===== src/rtl/ov7670_mem_writer_if.sv =====
// Camera-side inputs and frame-buffer write-side outputs of the OV7670 capture stage.
interface ov7670_mem_writer_if #(
    parameter int unsigned ADDR_W = 17
);
    logic              vsync;
    logic              href;
    logic [7:0]        data;
    logic              we;
    logic [ADDR_W-1:0] wAddr;
    logic [15:0]       wData;
    logic              frame_done;
    logic              line_err;

    // Driver side: camera stimulus out, frame-buffer writes in
    modport master (
        output vsync, href, data,
        input  we, wAddr, wData, frame_done, line_err
    );

    // Capture block side
    modport slave (
        input  vsync, href, data,
        output we, wAddr, wData, frame_done, line_err
    );
endinterface


===== src/rtl/ov7670_mem_writer.sv =====
// OV7670 capture stage: pairs camera bytes into RGB565 pixels and writes whole frames
// into an H_SIZE x V_SIZE frame buffer. Everything runs on PCLK.
module ov7670_mem_writer #(
    parameter int unsigned H_SIZE = 320,
    parameter int unsigned V_SIZE = 240,
    parameter int unsigned ADDR_W = $clog2(H_SIZE * V_SIZE)
) (
    input  logic                 clk,
    input  logic                 reset_n,
    ov7670_mem_writer_if.slave   bus
);
    localparam logic [1:0] S_WAIT_VS = 2'd0;
    localparam logic [1:0] S_BLANK   = 2'd1;
    localparam logic [1:0] S_CAPTURE = 2'd2;

    localparam logic [9:0] CntMax = 10'h3FF;
    localparam logic [9:0] HLim   = 10'(H_SIZE);
    localparam logic [9:0] VLim   = 10'(V_SIZE);

    logic [1:0]        state_q, state_d;
    logic [9:0]        col_q, col_d;
    logic [9:0]        row_q, row_d;
    // row_q * H_SIZE, kept incrementally so no multiplier is needed
    logic [ADDR_W-1:0] row_base_q, row_base_d;
    logic              phase_q, phase_d;
    logic              href_q, href_d;
    logic [7:0]        byte0_q, byte0_d;
    logic              we_q, we_d;
    logic [ADDR_W-1:0] waddr_q, waddr_d;
    logic [15:0]       wdata_q, wdata_d;
    logic              frame_done_q, frame_done_d;
    logic              line_err_q, line_err_d;

    // Next-state: frame FSM, byte pairing, line/row counting and write generation
    always_comb begin
        state_d      = state_q;
        col_d        = col_q;
        row_d        = row_q;
        row_base_d   = row_base_q;
        phase_d      = phase_q;
        href_d       = href_q;
        byte0_d      = byte0_q;
        we_d         = 1'b0;
        waddr_d      = waddr_q;
        wdata_d      = wdata_q;
        frame_done_d = 1'b0;
        line_err_d   = 1'b0;

        case (state_q)
            S_WAIT_VS: begin
                if (bus.vsync) state_d = S_BLANK;
            end
            S_BLANK: begin
                if (!bus.vsync) begin
                    state_d    = S_CAPTURE;
                    col_d      = '0;
                    row_d      = '0;
                    row_base_d = '0;
                    phase_d    = 1'b0;
                    href_d     = 1'b0;
                end
            end
            S_CAPTURE: begin
                if (bus.vsync) begin
                    // Frame ends at once; any half pixel is dropped
                    state_d      = S_BLANK;
                    frame_done_d = 1'b1;
                    phase_d      = 1'b0;
                    href_d       = 1'b0;
                end else begin
                    href_d = bus.href;
                    if (bus.href) begin
                        if (!phase_q) begin
                            byte0_d = bus.data;
                            phase_d = 1'b1;
                        end else begin
                            phase_d = 1'b0;
                            if (col_q < HLim && row_q < VLim) begin
                                we_d    = 1'b1;
                                waddr_d = row_base_q + ADDR_W'(col_q);
                                wdata_d = {byte0_q, bus.data};
                            end
                            if (col_q != CntMax) col_d = col_q + 10'd1;
                        end
                    end else if (href_q) begin
                        // Line end: odd trailing byte discarded
                        phase_d = 1'b0;
                        if (col_q != '0) begin
                            col_d      = '0;
                            line_err_d = (col_q != HLim);
                            if (row_q != CntMax) row_d = row_q + 10'd1;
                            // Base only matters while the next row is still inside the frame
                            if (row_q + 10'd1 < VLim) row_base_d = row_base_q + ADDR_W'(H_SIZE);
                        end
                    end
                end
            end
            default: state_d = S_WAIT_VS;
        endcase
    end

    // State and registered outputs, synchronous active-low reset
    always_ff @(posedge clk) begin
        if (!reset_n) begin
            state_q      <= S_WAIT_VS;
            col_q        <= '0;
            row_q        <= '0;
            row_base_q   <= '0;
            phase_q      <= 1'b0;
            href_q       <= 1'b0;
            byte0_q      <= '0;
            we_q         <= 1'b0;
            waddr_q      <= '0;
            wdata_q      <= '0;
            frame_done_q <= 1'b0;
            line_err_q   <= 1'b0;
        end else begin
            state_q      <= state_d;
            col_q        <= col_d;
            row_q        <= row_d;
            row_base_q   <= row_base_d;
            phase_q      <= phase_d;
            href_q       <= href_d;
            byte0_q      <= byte0_d;
            we_q         <= we_d;
            waddr_q      <= waddr_d;
            wdata_q      <= wdata_d;
            frame_done_q <= frame_done_d;
            line_err_q   <= line_err_d;
        end
    end

    assign bus.we         = we_q;
    assign bus.wAddr      = waddr_q;
    assign bus.wData      = wdata_q;
    assign bus.frame_done = frame_done_q;
    assign bus.line_err   = line_err_q;
endmodule


===== src/flat_wrapper.sv =====
// flat-port wrapper written by rule: the top's interface ports become plain ports
module ov7670_mem_writer_flat 
#(
    parameter int unsigned H_SIZE = 320,
    parameter int unsigned V_SIZE = 240,
    parameter int unsigned ADDR_W = $clog2(H_SIZE * V_SIZE)
)
  (clk, reset_n, bus_vsync, bus_href, bus_data, bus_we, bus_wAddr, bus_wData, bus_frame_done, bus_line_err);
  ov7670_mem_writer_if #(.ADDR_W(ADDR_W)) bus_i ();
  input  logic clk;
  input  logic reset_n;
  input wire logic [$bits(bus_i.vsync)-1:0] bus_vsync;
  input wire logic [$bits(bus_i.href)-1:0] bus_href;
  input wire logic [$bits(bus_i.data)-1:0] bus_data;
  output wire logic [$bits(bus_i.we)-1:0] bus_we;
  output wire logic [$bits(bus_i.wAddr)-1:0] bus_wAddr;
  output wire logic [$bits(bus_i.wData)-1:0] bus_wData;
  output wire logic [$bits(bus_i.frame_done)-1:0] bus_frame_done;
  output wire logic [$bits(bus_i.line_err)-1:0] bus_line_err;
  assign bus_i.vsync = bus_vsync;
  assign bus_i.href = bus_href;
  assign bus_i.data = bus_data;
  assign bus_we = bus_i.we;
  assign bus_wAddr = bus_i.wAddr;
  assign bus_wData = bus_i.wData;
  assign bus_frame_done = bus_i.frame_done;
  assign bus_line_err = bus_i.line_err;
  ov7670_mem_writer #(.H_SIZE(H_SIZE), .V_SIZE(V_SIZE), .ADDR_W(ADDR_W)) u_core (.clk(clk), .reset_n(reset_n), .bus(bus_i));
endmodule

===== config.mk =====
export PLATFORM = sky130hd
export DESIGN_NAME = ov7670_mem_writer_flat
export DESIGN_NICKNAME = d
export VERILOG_FILES = /design/src/rtl/ov7670_mem_writer_if.sv /design/src/rtl/ov7670_mem_writer.sv /design/src/flat_wrapper.sv
export SDC_FILE = /design/constraint.sdc
export NUM_CORES = 1
export LEC_CHECK = 0
export CAP_MARGIN = 20
export CORE_MARGIN = 2
export CORE_UTILIZATION = 35
export CTS_CLUSTER_DIAMETER = 50
export DETAILED_ROUTE_END_ITERATION = 10
export PLACE_DENSITY = 0.58
export SETUP_SLACK_MARGIN = 0.3
export SLEW_MARGIN = 5
export SYNTH_ARGS = -nofsm -noshare
export SYNTH_HDL_FRONTEND = slang
export SYNTH_SLANG_ARGS = --single-unit

===== constraint.sdc =====
create_clock -name clk -period 4.7 [get_ports clk]
set_input_delay 0.94 -clock clk [delete_from_list [all_inputs] [get_ports clk]]
set_output_delay 0.94 -clock clk [all_outputs]
set_load 0.05 [all_outputs]

---- Word-level counts from Yosys, hierarchy flattened ----
Cells that the tools add are included.
operators by class
  add/subtract/negate cells ............... 4
  $lt $le $gt $ge ......................... 3
  equal/unequal tests ..................... 18
  multiplexer cells ....................... 34
  bitwise operators ....................... 7
  reductions and logical operators ........ 16
operator list
  cell                                                 number
  2-to-1 mux 10 bit                                    12
  2-to-1 mux 17 bit                                    6
  one-hot mux 10 bit (2 select lines)                  2
  one-hot mux 17 bit (2 select lines)                  1
  AND reduction 7 bit                                  3
  adder 10 x 1 -> 10 bit, second input constant        2
  < comparator 10 x 8 -> 1 bit, second input constant  2
  != test 10 bit, second input constant                2
  adder 17 x 10 -> 17 bit                              1
  adder 17 x 9 -> 17 bit, second input constant        1
  != test 3 x 2 -> 1 bit, second input constant        4
  < comparator 10 x 9 -> 1 bit, second input constant  1
  != test 10 x 9 -> 1 bit, second input constant       1
  != test 2 x 1 -> 1 bit, second input constant        5
  nonzero test 10 bit                                  1
  2-to-1 mux 1 bit                                     8
  inverter 1 bit                                       7
  != test 2 bit, second input constant                 3
  AND reduction 2 bit                                  3
  OR reduction 6 bit                                   1
  AND reduction 5 bit                                  1
  OR reduction 5 bit                                   1
  2-to-1 mux 2 bit                                     2
  != test 4 x 3 -> 1 bit, second input constant        1
  other kinds (10)                                     11
storage, ports and cells
  register bits after elaboration ......... 85
  logic and storage cells ................. 94

---- Logic depth before layout (Yosys ltp) ----
Gate-level depths: netlist (run 1).
  word-level depth ........................ 8
  depth in mapped cells ................... 10

---- Worst setup path after synthesis (run 1) ----
OpenSTA, ideal clock, no wires.
  path kind ............................... in2reg
  start ................................... input port bus_vsync
  end ..................................... register u_core.waddr_q[6], in the netlist u_core.bus.wAddr[6]
  library setup time ...................... 0.074 ns
  arrival ................................. 2.136 ns
  required time ........................... 4.626 ns
  slack ................................... 2.490 ns
  cell stages on the path ................. 6
  buffers on the path ..................... 1
  cell sequence ........................... nor2b_1 nand2_1 nor3_1 clkbuf_1 o21ai_0 a31oi_1
between the ends
  longest elaborated chain between the ends .. 2
RTL lines
  what                                  RTL line                  text
  from (decl)                           flat_wrapper.sv:12        input wire logic [$bits(bus_i.vsync)-1:0] bus_vsync;
  inverter 1 bit (no source line)       n/a
  AND reduction 5 bit (no source line)  n/a
  to (signal assigned)                  ov7670_mem_writer.sv:126  waddr_q <= waddr_d;
  to (decl)                             ov7670_mem_writer.sv:29   logic [ADDR_W-1:0] waddr_q, waddr_d;
Every way passes these cells.
A chain may end at the register's enable or synchronous reset.

---- Final worst setup path (run 1) ----
  start ................................... input port bus_href
  end ..................................... register u_core.col_q[9]
between the ends
  longest elaborated chain between the ends .. 3
  elaborated cells on any way between the ends .. 8
  classes of those cells .................. eq/ne (4); mux (3); reduce/logical (1)
RTL lines
  what                                 RTL line                  text
  from (decl)                          flat_wrapper.sv:13        input wire logic [$bits(bus_i.href)-1:0] bus_href;
  2-to-1 mux 10 bit                    ov7670_mem_writer.sv:72   if (bus.href) begin
  2-to-1 mux 10 bit                    ov7670_mem_writer.sv:64   if (bus.vsync) begin
  one-hot mux 10 bit (2 select lines)  ov7670_mem_writer.sv:49   case (state_q)
  to (signal assigned)                 ov7670_mem_writer.sv:119  col_q <= col_d;
  to (decl)                            ov7670_mem_writer.sv:21   logic [9:0] col_q, col_d;
Several ways; a longest one is shown, not always the timed one. The select of a mux whose other input is x is not followed.

==> reports/results.md, run 1 <==
| Parameter | This run |
|:---|:---|
| Run status | complete, no violations |
| IO buf count | 47 |
| Die Area | 0.0123 mm^2 |
| Critical path class | in -> reg |
| Required time reported for the critical path endpoint | 4960 ps |
| Cell row count | 38 |
| Remaining global-route overflow | 0 |
| Setup crit end kind | flip-flop |
| Total of cells resized after clock tree synthesis | 0 |
| Number of nets in the layout | 549 |
| Number of hold buffers added after cts | 0 |
| Internal reg-to-reg setup slack | 2060 ps |
| Timing-limited maximum frequency | 335 MHz |
| Core Region | 0.0110 mm^2 |
| Capture instance of the worst register-to-register path | u_core.bus.wAddr[9] |
| Detailed-router iteration count before antenna repair | 4 |
| Number of antenna violations at the first check in global routing | 0 |
| Hold worst-path end | u_core.bus.wData[13] |
| Count of pins over their slew limit | 0 |
| Total via count after detailed routing | 3461 |
| Setup Skew | 7.67 ps |
| Share of synthesized area occupied by flip-flops and latches | 39.7% |
| Cell count of the worst reg-to-reg path | 9 |
| Number of instances in the synthesized netlist | 496 |
| Top-level I/O count | 48 |
| Clock Pin Slew Worst Setup and Hold Paths | 60 ps |
| Starting DRC count in detailed routing | 164 |
| Via count of the first global-routing pass | 3262 |
| CTS Buf Count | 9 |
| Gr usage total | 15.7% |
| Fraction of layout cells with a size suffix above 1 | 5.28% |
| Setup-violating endpoint count in the final report | 0 |
| Ant diodes | 0 |
| Flip-flop and latch count after synthesis | 79 |
| Initial Util | 36.3% |
| Clock root buffer | clkbuf_16 |
| HPWL after DPL | 6.47 mm |
| Wire length of the first global-routing pass | 16.0 mm |
| Setup repair after global routing missed its margin | no |
| Final hold violation count | 0 |
| Total nets after synthesis | 520 |
| CTS H-Tree Depth | 3 |
| Most frequent cells in the layout | 111 x nand2_1, 79 x dfxtp_1, 46 x clkdlybuf4s50_1 |
| HP Class | reg -> reg |
| Post-placement setup slack | 1430 ps |
| Detail Route Antenna Nets | 0 |
| Distinct cell type count after synthesis | 52 |
| Data arrival, critical path | 3240 ps |
| Synthesized area | 0.00398 mm^2 |
| Crit start category | input pin |
| Shortest clock period the worst path allows after layout | 2980 ps |
| Avg Cell Area, Syn | 8.03 um^2 |
| TritonCTS clock tree | built |
| Total of max-cap violations | 0 |
| Hold Path Origin | u_core.byte0_q[5] |
| Die boundary width | 111 um |
| Layout area overhead | 20.3% |
| Vertical die dimension | 111 um |
| Longest Clk Path Bufs | 2 |
| Count of synthesis-stage warnings from yosys | 0 |
| Fraction of synthesis flops using an asynchronous set or reset pin | 0% |
| Static Leakage | 1.67 nW |
| Part of the cycle the worst path needs | 63.4% |
| Commonest register cell after synthesis | dfxtp_1 |
| Number of clock sinks | 79 |
| Clk Latency, worst-skew pair | 340 ps |
| Largest net degree at the start of global routing | 43 |
| Reg2reg start | u_core.state_q[0] |
| Final weighted congestion of routability-driven global placement | 0.826 |
| Max IR drop VDD | 0.000154 V |
| Detailed-route vias per instance | 5.17 |
| Depth of the worst hold-timing path | 2 |
| Slew at the pin with the worst max-slew slack | 956 ps |
| Most common cell after layout, fill and taps aside | nand2_1 |
| Biggest fanout along the worst timing path | 11 |
| Routed wire per std cell | 14.1 um |
| Setup TNS | 0 ps |
| Overall routed net length | 9.44 mm |
| Number of synthesized flops with an enable pin | 0 |
| Worst Setup Slack, final | 1720 ps |
| Detailed-route DRC error count | 0 |
| Power Density | 296 mW/mm^2 |
| Post-CTS setup-driven buffer insertion count | 0 |
| Relative max-transition margin | 36.0% |
[worst max path at each step]
stage,cells after the start,to,from,slack (ps)
global route,7,u_core.col_q[9],bus_href,1490
floorplan,6,u_core.bus.wAddr[6],bus_vsync,2490
detailed placement,7,u_core.col_q[9],bus_href,1430
global placement,7,u_core.col_q[9],bus_href,1500
CTS,7,u_core.col_q[9],bus_href,1720
finish,7,u_core.col_q[9],bus_href,1720
[where the power goes]
| group | switching [mW] | total (mW) | internal (mW) |
|---|---|---|---|
| clock | 0.279 | 0.650 | 0.371 |
| combinational | 0.0581 | 0.0919 | 0.0338 |
| sequential | 0.00382 | 0.677 | 0.673 |
[metrics by stage]
| stage | utilization, % | hold slack, ps | power (mW) | cell area [um^2] | std cells |
|---|---|---|---|---|---|
| after floorplan | - | 437 | 0.756 | 3980 | 496 |
| after global placement | 41.1 | 451 | 0.782 | 4520 | 654 |
| after detailed placement | 41.1 | 459 | 0.783 | 4520 | 654 |
| after CTS | 43.6 | 467 | 1.44 | 4790 | 670 |
| after global routing | 43.6 | 487 | 1.48 | 4790 | 670 |
| final | 43.6 | 463 | 1.42 | 4790 | 670 |
[synth_stat cells, types with 2 or more instances]
master / count / area share (%)
nand4b_1: 4 / 0.88
nand2_1: 111 / 10
o22ai_1: 3 / 0.47
dfxtp_1: 79 / 40
nand4_1: 10 / 1.6
and4_1: 4 / 0.88
and2_1: 4 / 0.63
a211oi_1: 2 / 0.38
nor2b_1: 3 / 0.47
a21oi_1: 21 / 2.6
ha_1: 12 / 3.8
nand3b_1: 4 / 0.75
nand2b_1: 3 / 0.47
o21ai_0: 17 / 2.1
buf_1: 2 / 0.19
nor4_1: 4 / 0.63
nand3_1: 17 / 2.1
xnor2_1: 10 / 2.2
buf_6: 2 / 0.57
xor2_1: 13 / 2.9
clkbuf_1: 25 / 2.4
a311o_1: 2 / 0.50
and3_1: 9 / 1.4
nor2_1: 28 / 2.6
inv_1: 8 / 0.75
or3_1: 5 / 0.79
or2_2: 3 / 0.47
buf_2: 4 / 0.50
a2bb2oi_1: 3 / 0.66
o21a_1: 7 / 1.3
a21boi_0: 38 / 7.2
nor3_1: 8 / 1.0
a31oi_1: 5 / 0.79
nor3b_1: 3 / 0.57
o211a_1: 4 / 1.0
mux2i_1: 2 / 0.50
a32oi_1: 2 / 0.44
[metal layers]
layer | vias to the layer above | GRT usage (%) | share of wire, %
met2 | 58 | 25.0 | 46
li1 | 1780 | - | -
met1 | 1612 | 20.7 | 49
met5 | - | 0 | 0
met3 | 11 | 4.32 | 3.6
met4 | 0 | 4.83 | 1.6
[sequential cells by signal, summed over array words and instances (netlist names)]
register               count
u_core.bus.wData          16
u_core.col_q              10
u_core.bus.we              1
u_core.byte0_q             8
u_core.bus.wAddr          17
u_core.state_q             2
u_core.row_base_q         11
u_core.bus.line_err        1
u_core.row_q              10
u_core.bus.frame_done      1
u_core.href_q              1
u_core.phase_q             1
[worst max-delay path: stages]
cell             delay, ps
clkdlybuf4s50_1        580
nand2_1                 90
a41o_1                 210
a31oi_1                770
nand3_1                170
or3_1                  340
a21oi_1                140
[final cells by class]
class / instances / area, um^2
fillers: 1102 / 6190
multi-input cells: 376 / 2230
flip-flops and latches: 79 / 1580
repair buffers: 51 / 495
clock buffers: 11 / 243
well taps: 140 / 175
clock inverters: 5 / 33.8
inverters: 8 / 30.0
[logic make-up after synthesis]
group,synth area share [%]
adder cells (fa/ha/maj),3.77
buffers and inverters,4.37
XOR/XNOR,5.06
other,0.0941
AND/OR/NAND/NOR,26.8
AO/OA/AOI/OAI,19.7
flip-flops,39.7
multiplexers,0.503
(Power assumes the default switching activity.)
==> run 2: changes to the inputs <==
PLACE_DENSITY = 0.6   (was 0.58)
clock period = 2.56 ns   (was 4.7 ns; I/O delays follow)
==> reports/results.md, run 2 (same netlist as run 1, synthesis figures left out) <==
| Parameter | This run |
|:---|:---|
| Power Density | 584 mW/mm^2 |
| Family of cells with the greatest summed delay on the critical path | simple AND/OR/NAND/NOR gates |
| Wire length of the first global-routing pass | 16.1 mm |
| Ant diodes | 0 |
| Setup crit end kind | flip-flop |
| Worst path bufs/invs | 2 |
| Slowest CP cell | or4b_4 |
| Die Area | 0.0123 mm^2 |
| TritonCTS clock tree | built |
| Routed wire per std cell | 14.3 um |
| Detailed-route vias per instance | 5.27 |
| Required time reported for the critical path endpoint | 2790 ps |
| Clock root buffer | clkbuf_16 |
| Static Leakage | 1.77 nW |
| Relative max-transition margin | 62.1% |
| Detailed-router iteration count before antenna repair | 4 |
| Setup Skew | 8.03 ps |
| Crit start category | flip-flop |
| Data arrival, critical path | 2400 ps |
| Shortest clock period the worst path allows after layout | 2180 ps |
| Slew at the pin with the worst max-slew slack | 568 ps |
| Starting DRC count in detailed routing | 139 |
| Timing-limited maximum frequency | 459 MHz |
| Slowest Stage Delay on Critical Path | 520 ps |
| CTS H-Tree Depth | 3 |
| Overall routed net length | 9.75 mm |
| Cell row count | 38 |
| IO buf count | 47 |
| Setup repair after global routing missed its margin | no |
| Initial Util | 36.3% |
| Detailed-route DRC error count | 0 |
| Gr usage total | 15.7% |
| Biggest fanout along the worst timing path | 7 |
| Clk Latency, worst-skew pair | 330 ps |
| Total via count after detailed routing | 3602 |
| Max IR drop VDD | 0.000292 V |
| Longest Clk Path Bufs | 2 |
| Core Region | 0.0110 mm^2 |
| Layout area overhead | 26.3% |
| Via count of the first global-routing pass | 3369 |
| Final hold violation count | 0 |
| Cell-by-cell listing of the critical path | inv_1 > ha_1 > or4b_4 > o31ai_4 > a31oi_2 > buf_4 > nand4_1 > xor2_1 > nor2_1 |
| Worst Setup Slack, final | 384 ps |
| Number of antenna violations at the first check in global routing | 0 |
| Top-level I/O count | 48 |
| Most frequent cells in the layout | 110 x nand2_1, 79 x dfxtp_1, 46 x clkdlybuf4s50_1 |
| Die boundary width | 111 um |
| Vertical die dimension | 111 um |
| Clock Pin Slew Worst Setup and Hold Paths | 60 ps |
| Remaining global-route overflow | 0 |
| Setup-violating endpoint count in the final report | 0 |
| Total of max-cap violations | 0 |
| Number of nets in the layout | 563 |
| Largest net degree at the start of global routing | 43 |
| Setup TNS | 0 ps |
| Critical path class | reg -> reg |
| Fraction of layout cells with a size suffix above 1 | 9.74% |
| Count of pins over their slew limit | 0 |
| Number of flip-flops in the largest register | 17 |
| Detail Route Antenna Nets | 0 |
| HPWL after DPL | 6.75 mm |
| Most common cell after layout, fill and taps aside | nand2_1 |
| Number of clock sinks | 79 |
| Post-placement setup slack | 129 ps |
| Run status | complete, no violations |
| Overall power of the completed layout | 2.94 mW |
| Final weighted congestion of routability-driven global placement | 0.816 |
| Part of the cycle the worst path needs | 85.0% |
| CTS Buf Count | 9 |
| HP Class | reg -> reg |
## run 2: changes by cell type in the layout (fill, tap and decap cells not counted), moves of 2 or more
cell       previous run  this run
nor4_2                0         2
bufinv_16             0         3
clkinv_2              2         0
buf_4                 4        17
inv_6                 0         2
nor4_1                4         2
## run 2: timing repair
item / CTS / global route
endpoints found under the setup margin: 2 / 22
pin swaps: 1 / 2
hold buffers: 0 / 0
gates resized for setup: 0 / 13
setup buffers: 4 / 0
gates cloned: 0 / 0
## run 2: worst paths after layout
kind         slack, ps            startpoint                   end  depth (start not counted)
min reg2reg        450  u_core.bus.wAddr[10]  u_core.bus.wAddr[10]                          2
max                380       u_core.col_q[0]       u_core.col_q[5]                          9
min                450  u_core.bus.wAddr[10]  u_core.bus.wAddr[10]                          2
max reg2reg        380       u_core.col_q[0]       u_core.col_q[5]                          9
## run 2: area by class of cell
| type | instances | area [um^2] |
|---|---|---|
| clock buffers | 10 | 229 |
| clock inverters | 6 | 115 |
| fillers | 1051 | 5950 |
| inverters | 8 | 30.0 |
| multi-input cells | 376 | 2290 |
| flip-flops and latches | 79 | 1580 |
| well taps | 140 | 175 |
| repair buffers | 65 | 613 |
## run 2: routing by layer
| metal | track usage, % | up-vias | routed length (um) | part of all wire [%] |
|---|---|---|---|---|
| met5 | 0 | - | 0 | 0 |
| met4 | 6.33 | 0 | 180 | 1.8 |
| met3 | 2.68 | 11 | 272 | 2.8 |
| met2 | 26.1 | 54 | 4660 | 48 |
| met1 | 20.4 | 1716 | 4630 | 48 |
| li1 | - | 1821 | - | - |
## run 2: worst min-delay path, cell delays in order, from the launching register on
cell and delay (ps):
dfxtp_1 310, nand3_1 60, nand2_1 40
## run 2: metrics by stage
stage               hold slack [ps]  cells  instance area, um^2  util [%]
detailed placement              449    664                 4600      41.9
finish                          454    684                 5030      45.8
CTS                             456    684                 4980      45.3
global route                    484    684                 5030      45.8
global placement                443    664                 4600      41.9
floorplan                       437    496                 3980         -
## run 2: report_power, final
group          switching (mW)  internal, mW
Sequential            0.00718          1.24
Clock                   0.537         0.961
Combinational           0.116        0.0847
==> run 3: changes to the inputs <==
CORE_MARGIN = 5   (was 2)
==> reports/results.md, run 3 (same netlist as run 1, synthesis figures left out) <==
| Parameter | This run |
|:---|:---|
| IO buf count | 47 |
| Routed wire per std cell | 14.2 um |
| Required time reported for the critical path endpoint | 2840 ps |
| Biggest fanout along the worst timing path | 6 |
| Worst Setup Slack, final | 395 ps |
| Cell row count | 39 |
| Timing-limited maximum frequency | 462 MHz |
| Shortest clock period the worst path allows after layout | 2170 ps |
| Crit start category | flip-flop |
| Reg2reg start | u_core.row_q[1] |
| Overall routed net length | 9.77 mm |
| Run status | complete, no violations |
| Final standard cell utilization of the core | 43.9% |
| Most common cell after layout, fill and taps aside | nand2_1 |
| Cell count of the worst reg-to-reg path | 7 |
| Post-placement setup slack | -8.35 ps |
| Die Area | 0.0136 mm^2 |
| Max IR drop VDD | 0.000240 V |
| Ant diodes | 0 |
| Setup Skew | 6.72 ps |
| HPWL after DPL | 6.94 mm |
| Critical path class | reg -> reg |
| Vertical die dimension | 117 um |
| Fraction of layout cells with a size suffix above 1 | 9.74% |
| Internal reg-to-reg setup slack | 390 ps |
| Clk Latency, worst-skew pair | 340 ps |
| Static Leakage | 1.74 nW |
| Top-level I/O count | 48 |
| Cell area reported after detailed placement | 0.00461 mm^2 |
| Detailed-router iteration count before antenna repair | 4 |
| Capturing instance or port of the critical path | u_core.row_base_q[13] |
| Final-layout fill cell count | 1126 |
| Gr usage total | 14.9% |
| Power Density | 522 mW/mm^2 |
| Via count of the first global-routing pass | 3357 |
| Core Region | 0.0113 mm^2 |
| Total via count after detailed routing | 3550 |
| Instance count after placement with tap cells included | 668 |
| Capture instance of the worst register-to-register path | u_core.row_base_q[13] |
| Non-filler cells in the finished layout | 687 |
| Final weighted congestion of routability-driven global placement | 0.806 |
| Starting DRC count in detailed routing | 197 |
| Detailed-route vias per instance | 5.17 |
| Detailed-route DRC error count | 0 |
| Detail Route Antenna Nets | 0 |
| Final hold violation count | 0 |
| Wire length of the first global-routing pass | 16.1 mm |
| Die boundary width | 117 um |
| Longest Clk Path Bufs | 2 |
| Remaining global-route overflow | 0 |
| CTS H-Tree Depth | 3 |
| Clock Pin Slew Worst Setup and Hold Paths | 60 ps |
| Count of pins over their slew limit | 0 |
| Setup-violating endpoint count in the final report | 0 |
| CTS Buf Count | 9 |
| TritonCTS clock tree | built |
| Most frequent cells in the layout | 111 x nand2_1, 78 x dfxtp_1, 46 x clkdlybuf4s50_1 |
| Setup TNS | 0 ps |
| Relative max-transition margin | 61.9% |
| Part of the cycle the worst path needs | 84.6% |
| Number of antenna violations at the first check in global routing | 0 |
| Number of flip-flops in the largest register | 17 |
| Setup crit end kind | flip-flop |
| Number of clock sinks | 79 |
| Setup repair after global routing missed its margin | no |
| Overall power of the completed layout | 2.58 mW |
| Total of max-cap violations | 0 |
| Data arrival, critical path | 2450 ps |
| Crit path from | u_core.row_q[1] |
| Post-route standard cell area excluding fillers | 0.00494 mm^2 |
| Final hold slack | 454 ps |
| Largest net degree at the start of global routing | 43 |
| Depth of the worst hold-timing path | 2 |
| Number of nets in the layout | 564 |
| Initial Util | 35.3% |
| Clock root buffer | clkbuf_16 |
| HP Class | reg -> reg |
| Layout area overhead | 24.1% |
| Slew at the pin with the worst max-slew slack | 572 ps |
[run 3: layer usage]
metal	GRT usage (%)	part of all wire, %
met1	19.8	47
met2	23.5	48
met3	2.85	3.3
met4	6.12	1.7
met5	0	0
[run 3: what timing repair did]
action                     in CTS  in global routing
resized for setup               0                 13
buffers inserted                3                  1
setup endpoints to repair       2                 22
pin swaps                       1                  3
hold buffers                    0                  0
[run 3: worst min-delay path by stage]
| stage | to | startpoint | slack [ps] |
|---|---|---|---|
| 3_3_place_gp | u_core.bus.wAddr[10] | u_core.bus.wAddr[10] | 440 |
| 3_5_place_dp | u_core.bus.wAddr[10] | u_core.bus.wAddr[10] | 450 |
| 5_1_grt | u_core.byte0_q[1] | u_core.byte0_q[1] | 480 |
| 4_1_cts | u_core.bus.wAddr[10] | u_core.bus.wAddr[10] | 460 |
| 2_1_floorplan | u_core.byte0_q[7] | u_core.byte0_q[7] | 440 |
| 6_report | u_core.bus.wAddr[10] | u_core.bus.wAddr[10] | 450 |
[run 3: worst max-delay path, cell delays in order, from the launching register on]
cell	delay, ps
dfxtp_1	360
ha_2	220
and3_2	260
a211o_1	310
a21boi_2	190
or2_2	360
nor4_2	270
a311o_1	150
[run 3: where the power goes]
| group | internal [mW] | total [mW] | switching, mW |
|---|---|---|---|
| logic | 0.0850 | 0.201 | 0.116 |
| registers | 1.24 | 1.24 | 0.00667 |
| clock network | 0.648 | 1.14 | 0.489 |
[run 3: layout make-up]
type                            count  area [um^2]  share of cell area [%]
Sequential cell                    79         1580                    32.0
Clock buffer                       11          233                    4.71
Timing Repair Buffer               66          621                    12.6
Inverter                            8         30.0                   0.607
Multi-Input combinational cell    376         2280                    46.0
Clock inverter                      4         23.8                   0.481
Tap cell                          143          179                    3.62
